### src/rtl/edge_pulse_counter_pkg.sv
// Shared types for the edge-pulse counter: qualification FSM state encoding.
package edge_pulse_counter_pkg;

   localparam int STATE_W = 2;

   typedef enum logic [STATE_W-1:0] {
      ST_IDLE = 2'd0,
      ST_QUAL = 2'd1,
      ST_HELD = 2'd2
   } state_t;

endpackage

### src/rtl/edge_pulse_counter_pulse_sync.sv
// Multi-flop synchroniser bringing the asynchronous edge pulse into the clk domain.
module edge_pulse_counter_pulse_sync #(
   parameter int SYNC_STAGES = 2
) (
   input  logic clk,
   input  logic rst,
   input  logic d,
   output logic q
);

   logic [SYNC_STAGES-1:0] sync_q;
   logic [SYNC_STAGES-1:0] sync_d;

   always_comb begin
      sync_d = {sync_q[SYNC_STAGES-2:0], d};
   end

   always_ff @(posedge clk or posedge rst) begin
      if (rst) begin
         sync_q <= '0;
      end else begin
         sync_q <= sync_d;
      end
   end

   assign q = sync_q[SYNC_STAGES-1];

endmodule

### src/rtl/edge_pulse_counter.sv
// Qualifies synchronised edge pulses by minimum width, strobes evt per accepted
// pulse, counts events and raises sticky irq/overflow flags.
module edge_pulse_counter
   import edge_pulse_counter_pkg::*;
#(
   parameter int SYNC_STAGES = 2,
   parameter int MIN_WIDTH   = 2,
   parameter int CNT_W       = 8
) (
   input  logic             clk,
   input  logic             rst,
   input  logic             pulse_in,
   input  logic             enable,
   input  logic             clr,
   input  logic [CNT_W-1:0] threshold,
   input  logic             irq_ack,
   output logic             evt,
   output logic [CNT_W-1:0] count,
   output logic             irq,
   output logic             overflow
);

   localparam int HCNT_W = $clog2(MIN_WIDTH + 1);
   localparam logic [HCNT_W-1:0] MIN_W_L = HCNT_W'(MIN_WIDTH);

   logic              pulse_s;
   state_t            state_q, state_d;
   logic [HCNT_W-1:0] hcnt_q, hcnt_d, hcnt_inc;
   logic              accept;
   logic              evt_q, evt_d;
   logic [CNT_W-1:0]  count_q, count_d, count_inc;
   logic              irq_q, irq_d;
   logic              ovf_q, ovf_d;

   edge_pulse_counter_pulse_sync #(
      .SYNC_STAGES(SYNC_STAGES)
   ) u_pulse_sync (
      .clk (clk),
      .rst (rst),
      .d   (pulse_in),
      .q   (pulse_s)
   );

   assign hcnt_inc = hcnt_q + 1'b1;

   // Qualification FSM: one accept per synchronised high period of MIN_WIDTH cycles.
   always_comb begin
      state_d = state_q;
      hcnt_d  = hcnt_q;
      accept  = 1'b0;
      if (!enable) begin
         state_d = ST_IDLE;
         hcnt_d  = '0;
      end else begin
         case (state_q)
            ST_IDLE: begin
               if (pulse_s) begin
                  hcnt_d = HCNT_W'(1);
                  if (MIN_WIDTH == 1) begin
                     state_d = ST_HELD;
                     accept  = 1'b1;
                  end else begin
                     state_d = ST_QUAL;
                  end
               end
            end
            ST_QUAL: begin
               if (!pulse_s) begin
                  state_d = ST_IDLE;
                  hcnt_d  = '0;
               end else begin
                  hcnt_d = hcnt_inc;
                  if (hcnt_inc == MIN_W_L) begin
                     state_d = ST_HELD;
                     accept  = 1'b1;
                  end
               end
            end
            ST_HELD: begin
               if (!pulse_s) begin
                  state_d = ST_IDLE;
                  hcnt_d  = '0;
               end
            end
            default: begin
               state_d = ST_IDLE;
               hcnt_d  = '0;
            end
         endcase
      end
   end

   assign count_inc = count_q + 1'b1;

   // clr beats accept and irq set; irq set beats irq_ack.
   always_comb begin
      evt_d   = accept;
      count_d = count_q;
      irq_d   = irq_q;
      ovf_d   = ovf_q;
      if (clr) begin
         count_d = '0;
         irq_d   = 1'b0;
         ovf_d   = 1'b0;
      end else begin
         if (irq_ack) begin
            irq_d = 1'b0;
         end
         if (accept) begin
            count_d = count_inc;
            if (count_inc == '0) begin
               ovf_d = 1'b1;
            end
            if ((threshold != '0) && (count_inc == threshold)) begin
               irq_d = 1'b1;
            end
         end
      end
   end

   always_ff @(posedge clk or posedge rst) begin
      if (rst) begin
         state_q <= ST_IDLE;
         hcnt_q  <= '0;
         evt_q   <= 1'b0;
         count_q <= '0;
         irq_q   <= 1'b0;
         ovf_q   <= 1'b0;
      end else begin
         state_q <= state_d;
         hcnt_q  <= hcnt_d;
         evt_q   <= evt_d;
         count_q <= count_d;
         irq_q   <= irq_d;
         ovf_q   <= ovf_d;
      end
   end

   assign evt      = evt_q;
   assign count    = count_q;
   assign irq      = irq_q;
   assign overflow = ovf_q;

endmodule

### config.mk
export PLATFORM = sky130hd
export DESIGN_NAME = edge_pulse_counter
export DESIGN_NICKNAME = d
export VERILOG_FILES = /design/src/rtl/edge_pulse_counter_pkg.sv /design/src/rtl/edge_pulse_counter_pulse_sync.sv /design/src/rtl/edge_pulse_counter.sv
export SDC_FILE = /design/constraint.sdc
export NUM_CORES = 1
export LEC_CHECK = 0
export BUFFER_PORTS_ARGS = -buffer_cell sky130_fd_sc_hd__buf_2
export CORE_MARGIN = 3
export CORE_UTILIZATION = 30
export CTS_BUF_LIST = sky130_fd_sc_hd__clkbuf_2
export DETAILED_ROUTE_END_ITERATION = 6
export PLACE_DENSITY = 0.49
export SLEW_MARGIN = 25
export SYNTH_ARGS = -nofsm -noshare
export SYNTH_HDL_FRONTEND = slang
export SYNTH_HIERARCHICAL = 1
export SYNTH_SLANG_ARGS = --single-unit
### constraint.sdc
create_clock -name clk -period 1.7 [get_ports clk]
set_clock_uncertainty 0.05 [all_clocks]
set_input_delay 0.34 -clock clk [delete_from_list [all_inputs] [get_ports clk]]
set_output_delay 0.34 -clock clk [all_outputs]
set_load 0.05 [all_outputs]
Word level (Yosys, flattened, before mapping)
Index checks and enable logic that the tools add are counted.
- input bits: 14
- register bits after elaboration: 17
- output and inout port bits: 11
- logic and storage cells: 47
- $add $sub $neg: 2
- reductions and logical operators: 9
- muxes and demuxes: 22
- eq/ne operators: 7
- operators by type and width (cell ; count):
    8-bit two-way mux ; 2
    2-bit two-way mux ; 7
    2-bit case mux with 3 select lines ; 2
    1-bit two-way mux ; 11
    8-bit by 1-bit adder with 8-bit output (second input constant) ; 1
    8-bit == test ; 1
    8-bit zero test ; 1
    8-bit nonzero test ; 1
    2-bit == test (second input constant) ; 2
    4-bit inequality test (second input constant) ; 1
    2-bit AND reduction ; 2
    2-bit nonzero test ; 2
    3-bit by 2-bit inequality test with 1-bit output (second input constant) ; 1
    3-bit inequality test (second input constant) ; 1
    3-bit AND reduction ; 1
    2-bit by 1-bit adder with 2-bit output (second input constant) ; 1
    2-bit by 1-bit == test with 1-bit output (second input constant) ; 1
    2-bit zero test ; 1
    1-bit logical AND ; 1

Longest topological paths before layout
Gate-level depths: netlist of the first run.
- word-level depth: 8
- mapped depth: 9
- depth with buffers taken out: 8

Cells and area by module
Netlist of the first run, hierarchy kept.
- modules (own cells, without submodules) (module ; area each (µm²) ; cells an instance ; instances):
    edge_pulse_counter ; 1098.6 ; 129 ; 1
    edge_pulse_counter_pulse_sync ; 53.8 ; 3 ; 1

Least setup slack after synthesis of the first run
Ideal clock, no wire load.
- path type: register -> register
- start point: register count_q[0] (netlist: count[0])
- end point: register irq_q (netlist: irq)
- slack: -421 ps
- stages on the path, launching flop included: 7
- arrival time: 1994 ps
- clock period less this slack: 2121 ps
- required time: 1574 ps
- setup time: 76 ps
- cells stage by stage: dfrtp_1 -> ha_1 -> clkbuf_1 -> nand4_1 -> o31a_1 -> a211o_1 -> o21ai_1
- cells in the longest elaborated chain, start to end: 6
- RTL lines (element ; line ; source):
    from (decl) ; edge_pulse_counter.sv:31 ; logic [CNT_W-1:0] count_q, count_d, count_inc;
    from (signal assigned) ; edge_pulse_counter.sv:133 ; count_q <= count_d;
    8-bit by 1-bit adder with 8-bit output ; edge_pulse_counter.sv:93 ; assign count_inc = count_q + 1'b1;
    8-bit == test ; edge_pulse_counter.sv:114 ; if ((threshold != '0) && (count_inc == threshold)) begin
    1-bit logical AND ; edge_pulse_counter.sv:114 ;
    1-bit two-way mux ; edge_pulse_counter.sv:114 ;
    1-bit two-way mux ; edge_pulse_counter.sv:109 ; if (accept) begin
    1-bit two-way mux ; edge_pulse_counter.sv:101 ; if (clr) begin
    named net irq_d ; edge_pulse_counter.sv:32 ; logic irq_q, irq_d;
    to (signal assigned) ; edge_pulse_counter.sv:134 ; irq_q <= irq_d;
    to (decl) ; edge_pulse_counter.sv:32 ;
The timed path passes the listed nets, and every way through them passes these cells.
A chain may end at the register's enable or synchronous reset.

Worst setup path after layout of the first run
Ends and elaborated chain as after synthesis.

==> qor.txt, run 1 <==
Outcome: completed
Hold EP: u_pulse_sync/sync_q[0]
Post-DRT Antenna Nets: 0
Clock Tree Root: clkbuf_2
Clk slew on worst S/H paths: 0.17 ns
Total core area: 3520 um2
Top_reg_cell synth: dfrtp_1
Number of fill cells: 375
Cells after Synth: 132
Post-route DRC: 0
GPL Wtd Cong: 0.830
Num rows: 21
Post-layout min period: 1.68 ns
Worst Hold Class: in -> reg
Drt pass-1 iters: 4
Synthesized cell area: 1150 um2
Avg WL per Cell: 13.4 um
Seq/Total Area, Yosys: 0.369
Global routing usage on met1: 0.165
Area delta synth->final: 28.8%
GRT Overall Usage: 0.134
Worst path required time: 1.89 ns
Met3 Track Usage GR: 0.0197
Met2 usage: 0.232
Final setup violation count: 0
Worst setup EP type: flop
Total negative setup slack: 0 ns
First-pass GRT wire length: 4.70 mm
# port buffers: 24
Drt total wl: 2.86 mm
VDD IR max: 0.388 mV
Die width: 68.0 um
# diodes: 0
TritonCTS clock tree: built
Via Count: 1069
Hold_sp: pulse_in
Initial antenna violation count: 0
Warnings, synthesis: 6
Die Span Y: 68.0 um
RSZ-0062 raised after global routing: yes
Worst skew pair latency: 0.30 ns
Syn_nets: 149
Final period util: 0.990
Worst Tran Pin Value: 0.594 ns
Max_cap viols: 0
Fin. Hold Viols: 0
Reg-to-reg endpoint: irq
Pins Over Slew Limit: 0
DR vias/cell: 5.02
CTS buffer count: 3
HPWL after DPL: 2.23 mm
Vias in the first global route: 1029
Worst setup SP type: flop
Launch point of the worst reg-to-reg path: count[0]
Cell variety after synth: 42
Number of synthesized flops with an enable pin: 0
Kind of critical path: reg -> reg
Top Usage Layer GRT: met2
Peak Freq: 0.594 GHz
Crit path arrival time: 1.87 ns
Async SR Flop Fraction: 1.00
R2R depth: 7
Share of cells above drive strength 1: 0.341
Reg2Reg Setup Slack: 0.02 ns
Synthesis-stage register bit count: 17
Hold WS: 0.0784 ns
H-tree level count: 1
Net count, final: 185
DRT iter0 DRCs: 41
Post-layout util: 0.421
Rel. slew slack: 0.604
Hold Crit Depth: 1
Clock Path Buffers: 2
Synth Area per Inst: 8.73 um2
Pin count of the biggest net entering global routing: 16
I/O Pins: 25
Pwr dens: 468 nW/um2
Die Area: 4620 um2
Max FO, Critical Path: 6
Clock sinks: 17
Lkg Pwr: 0.651 nW
Grt ovf: 0
Starting density of the core: 0.327
## power breakdown
| group | total [W] | switching [W] | internal [W] |
|---|---|---|---|
| registers | 0.000419 | 0.00000706 | 0.000412 |
| clock network | 0.000185 | 0.000132 | 0.0000533 |
| logic | 0.0000904 | 0.0000504 | 0.0000400 |
## metrics by stage
step / setup slack, ns / cells / instance area (um2) / power [W]
after floorplan: -0.0238 / 132 / 1180 / 0.000474
after global placement: -0.0564 / 206 / 1390 / 0.000510
after detailed placement: -0.0269 / 206 / 1390 / 0.000512
after CTS: 0.0110 / 211 / 1430 / 0.000695
after global routing: -0.0786 / 213 / 1480 / 0.000732
final: 0.0167 / 213 / 1480 / 0.000695
## synth_stat cells, types with 3 or more instances
cell | count | area [um2]
and3_1 | 3 | 18.8
a21oi_1 | 5 | 25.0
dfrtp_1 | 17 | 425
nor2_1 | 14 | 52.6
xnor2_1 | 13 | 114
nand2_1 | 12 | 45.0
ha_1 | 3 | 37.5
clkbuf_1 | 3 | 11.3
nand3_1 | 6 | 30.0
inv_1 | 6 | 22.5
nor3_1 | 5 | 25.0
nand4_1 | 4 | 25.0
xor2_1 | 4 | 35.0
## worst max-delay path, cell delays in order (launching register included)
cell and delay (ns):
dfrtp_4 0.54, ha_4 0.18, buf_4 0.14, xnor2_2 0.14, nand3b_1 0.09, o311a_1 0.13, a211o_1 0.23, o21ai_1 0.13
## kinds of logic after synthesis
family          Yosys count  share of synthesized area
fa+ha+maj                 3                     0.0326
mux                       2                     0.0174
buf+inv                  14                     0.0608
xor+xnor                 17                      0.129
flops                    17                      0.369
simple gates             57                      0.257
compound gates           22                      0.134
## flip-flops by register name, summed over array words and instances (netlist names)
name and cells:
irq 1, u_pulse_sync/sync_q 2, hcnt_q 2, evt 1
state_q 2, overflow 1, count 8
## routing by layer
metal / up-vias / share of wire
li1: 535 / -
met2: 12 / 0.51
met3: 4 / 0.031
met4: 0 / 0.013
met1: 518 / 0.45
met5: - / 0
## cell usage in the layout, fill, tap and decap left out, drive strengths merged, types with 5 or more instances in the layout
cell   count
xnor2     13
buf       38
nor3       5
inv        6
nand3      6
nor2      14
dfrtp     17
a21oi      5
nand2     12
## area by class of cell
class                      count  area, um2  share of cell area
inverter                       6       22.5              0.0152
sequential                    17        434               0.293
clock inverter                 1       5.00             0.00337
tap                           46       57.6              0.0388
multi-input combinational    101        714               0.481
timing repair buffer          39        235               0.159
clock buffer                   3       15.0              0.0101
## timing repair
action | CTS | global route
resized for setup | 1 | 8
buffers inserted | 0 | 2
hold endpoints to repair | 2 | 0
pin swaps | 0 | 4
hold buffers | 1 | 0
setup endpoints to repair | 1 | 5
## worst max path at each step
stage / start / endpoint
after floorplan: count[1] / irq
after global placement: hcnt_q[1] / irq
after CTS: count[0] / irq
final: count[0] / irq
after detailed placement: hcnt_q[1] / irq
after global routing: count[0] / irq
No activity file was read; power rests on OpenSTA's default activity.
==> inputs of run 2 (changes only) <==
--- a/config.mk
+++ b/config.mk
@@ -10,7 +10,7 @@
 export CORE_UTILIZATION = 30
 export CTS_BUF_LIST = sky130_fd_sc_hd__clkbuf_2
 export DETAILED_ROUTE_END_ITERATION = 6
-export PLACE_DENSITY = 0.49
+export PLACE_DENSITY = 0.57
 export SLEW_MARGIN = 25
 export SYNTH_ARGS = -nofsm -noshare
 export SYNTH_HDL_FRONTEND = slang
==> run 2 against run 1 <==
  * Sequential share of layout area down 1.3 points
  * Final cell count up 4.2%
  * Maximum frequency up 0.73%
  * Global-route usage up 0.17 points
  * Critical endpoint unchanged
  * Highest routed layer unchanged
==> qor.txt, run 2 (synthesis results as in run 1) <==
Post-layout util: 0.442 (was 0.421)
Worst Tran Pin Value: 0.583 ns (was 0.594 ns)
Reg-to-reg endpoint: irq (unchanged)
Power share of the sequential group: 0.582 (was 0.603)
Worst Hold Class: in -> reg (unchanged)
Post-place setup slack: -0.0101 ns (was -0.0269 ns)
Pin count of the biggest net entering global routing: 16 (unchanged)
# port buffers: 24 (unchanged)
Worst path required time: 1.93 ns (was 1.89 ns)
Max_cap viols: 0 (unchanged)
Clock Path Buffers: 2 (unchanged)
Starting density of the core: 0.327 (unchanged)
Peak Freq: 0.598 GHz (was 0.594 GHz)
DRT iter0 DRCs: 66 (was 41)
Initial antenna violation count: 0 (unchanged)
First-pass GRT wire length: 4.73 mm (was 4.70 mm)
GRT Overall Usage: 0.136 (was 0.134)
Die Area: 4620 um2 (unchanged)
Hold_sp: irq_ack (was pulse_in)
Hold Crit Depth: 4 (was 1)
Crit path arrival time: 1.90 ns (was 1.87 ns)
Final setup violation count: 0 (unchanged)
Vias in the first global route: 1037 (was 1029)
Outcome: completed (unchanged)
Share of cells above drive strength 1: 0.386 (was 0.341)
Max reg flops: 8 (unchanged)
Total negative setup slack: 0 ns (unchanged)
Pins Over Slew Limit: 0 (unchanged)
H-tree level count: 1 (unchanged)
Clock sinks: 17 (unchanged)
Via Count: 1114 (was 1069)
Max FO, Critical Path: 6 (unchanged)
R2R depth: 7 (unchanged)
Non-Filler Instances: 222 (was 213)
TritonCTS clock tree: built (unchanged)
Worst setup SP type: flop (unchanged)
Commonest non-fill, non-tap cell in the layout: buf_2 (unchanged)
Die width: 68.0 um (unchanged)
Avg WL per Cell: 13.3 um (was 13.4 um)
HPWL after DPL: 2.15 mm (was 2.23 mm)
Drt total wl: 2.95 mm (was 2.86 mm)
Rel. slew slack: 0.611 (was 0.604)
Cell count after placement: 202 (was 206)
Switching pwr: 0.000214 W (was 0.000190 W)
GPL Wtd Cong: 0.792 (was 0.830)
Post-DRT Antenna Nets: 0 (unchanged)
Kind of critical path: reg -> reg (unchanged)
Most frequent cells in the layout: buf_2 (24), buf_4 (22), xnor2_1 (13) (was buf_2 (24), nor2_1 (14), buf_4 (14))
Internal power: 0.000508 W (was 0.000506 W)
DR vias/cell: 5.02 (about the same)
Grt ovf: 0 (unchanged)
Clock power share: 0.291 (was 0.267)
Worst setup EP type: flop (unchanged)
Fin. Hold Viols: 0 (unchanged)
Drt pass-1 iters: 4 (unchanged)
Net count, final: 194 (was 185)
Area delta synth->final: 35.2% (was 28.8%)
Reg2Reg Setup Slack: 0.03 ns (was 0.02 ns)
Total core area: 3520 um2 (unchanged)
Pwr dens: 463 nW/um2 (was 468 nW/um2)
Clk slew on worst S/H paths: 0.20 ns (was 0.17 ns)
Die Span Y: 68.0 um (unchanged)
Lkg Pwr: 0.685 nW (was 0.651 nW)
# diodes: 0 (unchanged)
Post-layout min period: 1.67 ns (was 1.68 ns)
Number of fill cells: 369 (was 375)
I/O Pins: 25 (unchanged)
Num rows: 21 (unchanged)
Combinational power share: 0.127 (was 0.130)
Switch share: 0.296 (was 0.273)
CTS buffer count: 3 (unchanged)
Clock Tree Root: clkbuf_2 (unchanged)
Final worst slack: 0.0289 ns (was 0.0167 ns)
RSZ-0062 raised after global routing: yes (unchanged)
Worst skew pair latency: 0.33 ns (was 0.30 ns)
Final period util: 0.983 (was 0.990)
Post-route DRC: 0 (unchanged)
Launch point of the worst reg-to-reg path: count[0] (unchanged)
VDD IR max: 0.312 mV (was 0.388 mV)
Hold EP: irq (was u_pulse_sync/sync_q[0])
[run 2: metal layers]
metal	global-route usage	routed length (um)	up-vias
met1	0.170	1340	538
met3	0.0378	151	4
li1	-	-	550
met4	0.0372	22	0
met2	0.226	1440	22
met5	0	0	-
[run 2: area by class of cell]
cell class | instances | area, um2 | area share
multi-input combinational | 101 | 714 | 0.459
clock buffer | 3 | 15.0 | 0.00964
sequential | 17 | 435 | 0.280
clock inverter | 1 | 7.51 | 0.00482
tap | 46 | 57.6 | 0.0369
inverter | 6 | 22.5 | 0.0145
timing repair buffer | 48 | 305 | 0.196
[run 2: power groups by stage]
| stage | Clock (W) | Sequential (W) | Combinational [W] |
|---|---|---|---|
| 2_1_floorplan | 0 | 0.000429 | 0.0000450 |
| 3_3_place_gp | 0 | 0.000427 | 0.0000827 |
| 3_5_place_dp | 0 | 0.000428 | 0.0000840 |
| 4_1_cts | 0.000218 | 0.000421 | 0.0000865 |
| 5_1_grt | 0.000240 | 0.000422 | 0.000102 |
| 6_report | 0.000210 | 0.000420 | 0.0000914 |
[run 2: what timing repair did]
| item | 4_1_cts | 5_1_grt |
|---|---|---|
| hold buffers | 1 | 1 |
| setup endpoints to repair | 3 | 6 |
| pin swaps | 0 | 8 |
| gates resized for setup | 1 | 11 |
| buffers inserted | 0 | 14 |
| endpoints found under the hold margin | 2 | 1 |
| gates cloned | 0 | 0 |
[run 2: through the flow]
step / hold WS, ns / power, W / instance area [um2]
final: 0.170 / 0.000722 / 1560
after global placement: 0.149 / 0.000510 / 1360
after global routing: 0.152 / 0.000764 / 1560
after detailed placement: 0.150 / 0.000512 / 1360
after floorplan: 0.0312 / 0.000474 / 1180
after CTS: 0.0364 / 0.000725 / 1400
[run 2: worst max path at each step]
| stage | from | end | slack (ns) | depth (start not counted) |
|---|---|---|---|---|
| floorplan | count[1] | irq | -0.02 | 6 |
| global placement | hcnt_q[1] | irq | 0.02 | 7 |
| detailed placement | hcnt_q[1] | irq | -0.01 | 7 |
| CTS | count[0] | overflow | 0.02 | 6 |
| global route | count[0] | irq | -0.08 | 6 |
| finish | count[0] | irq | 0.03 | 7 |
[run 2: worst max-delay path: stages, from the launching register on]
cell and delay, ns:
dfrtp_4 0.56, ha_4 0.19, buf_4 0.14, nand3_1 0.16, nor2_1 0.07, o21bai_1 0.20, o311ai_2 0.13, o21ai_1 0.12
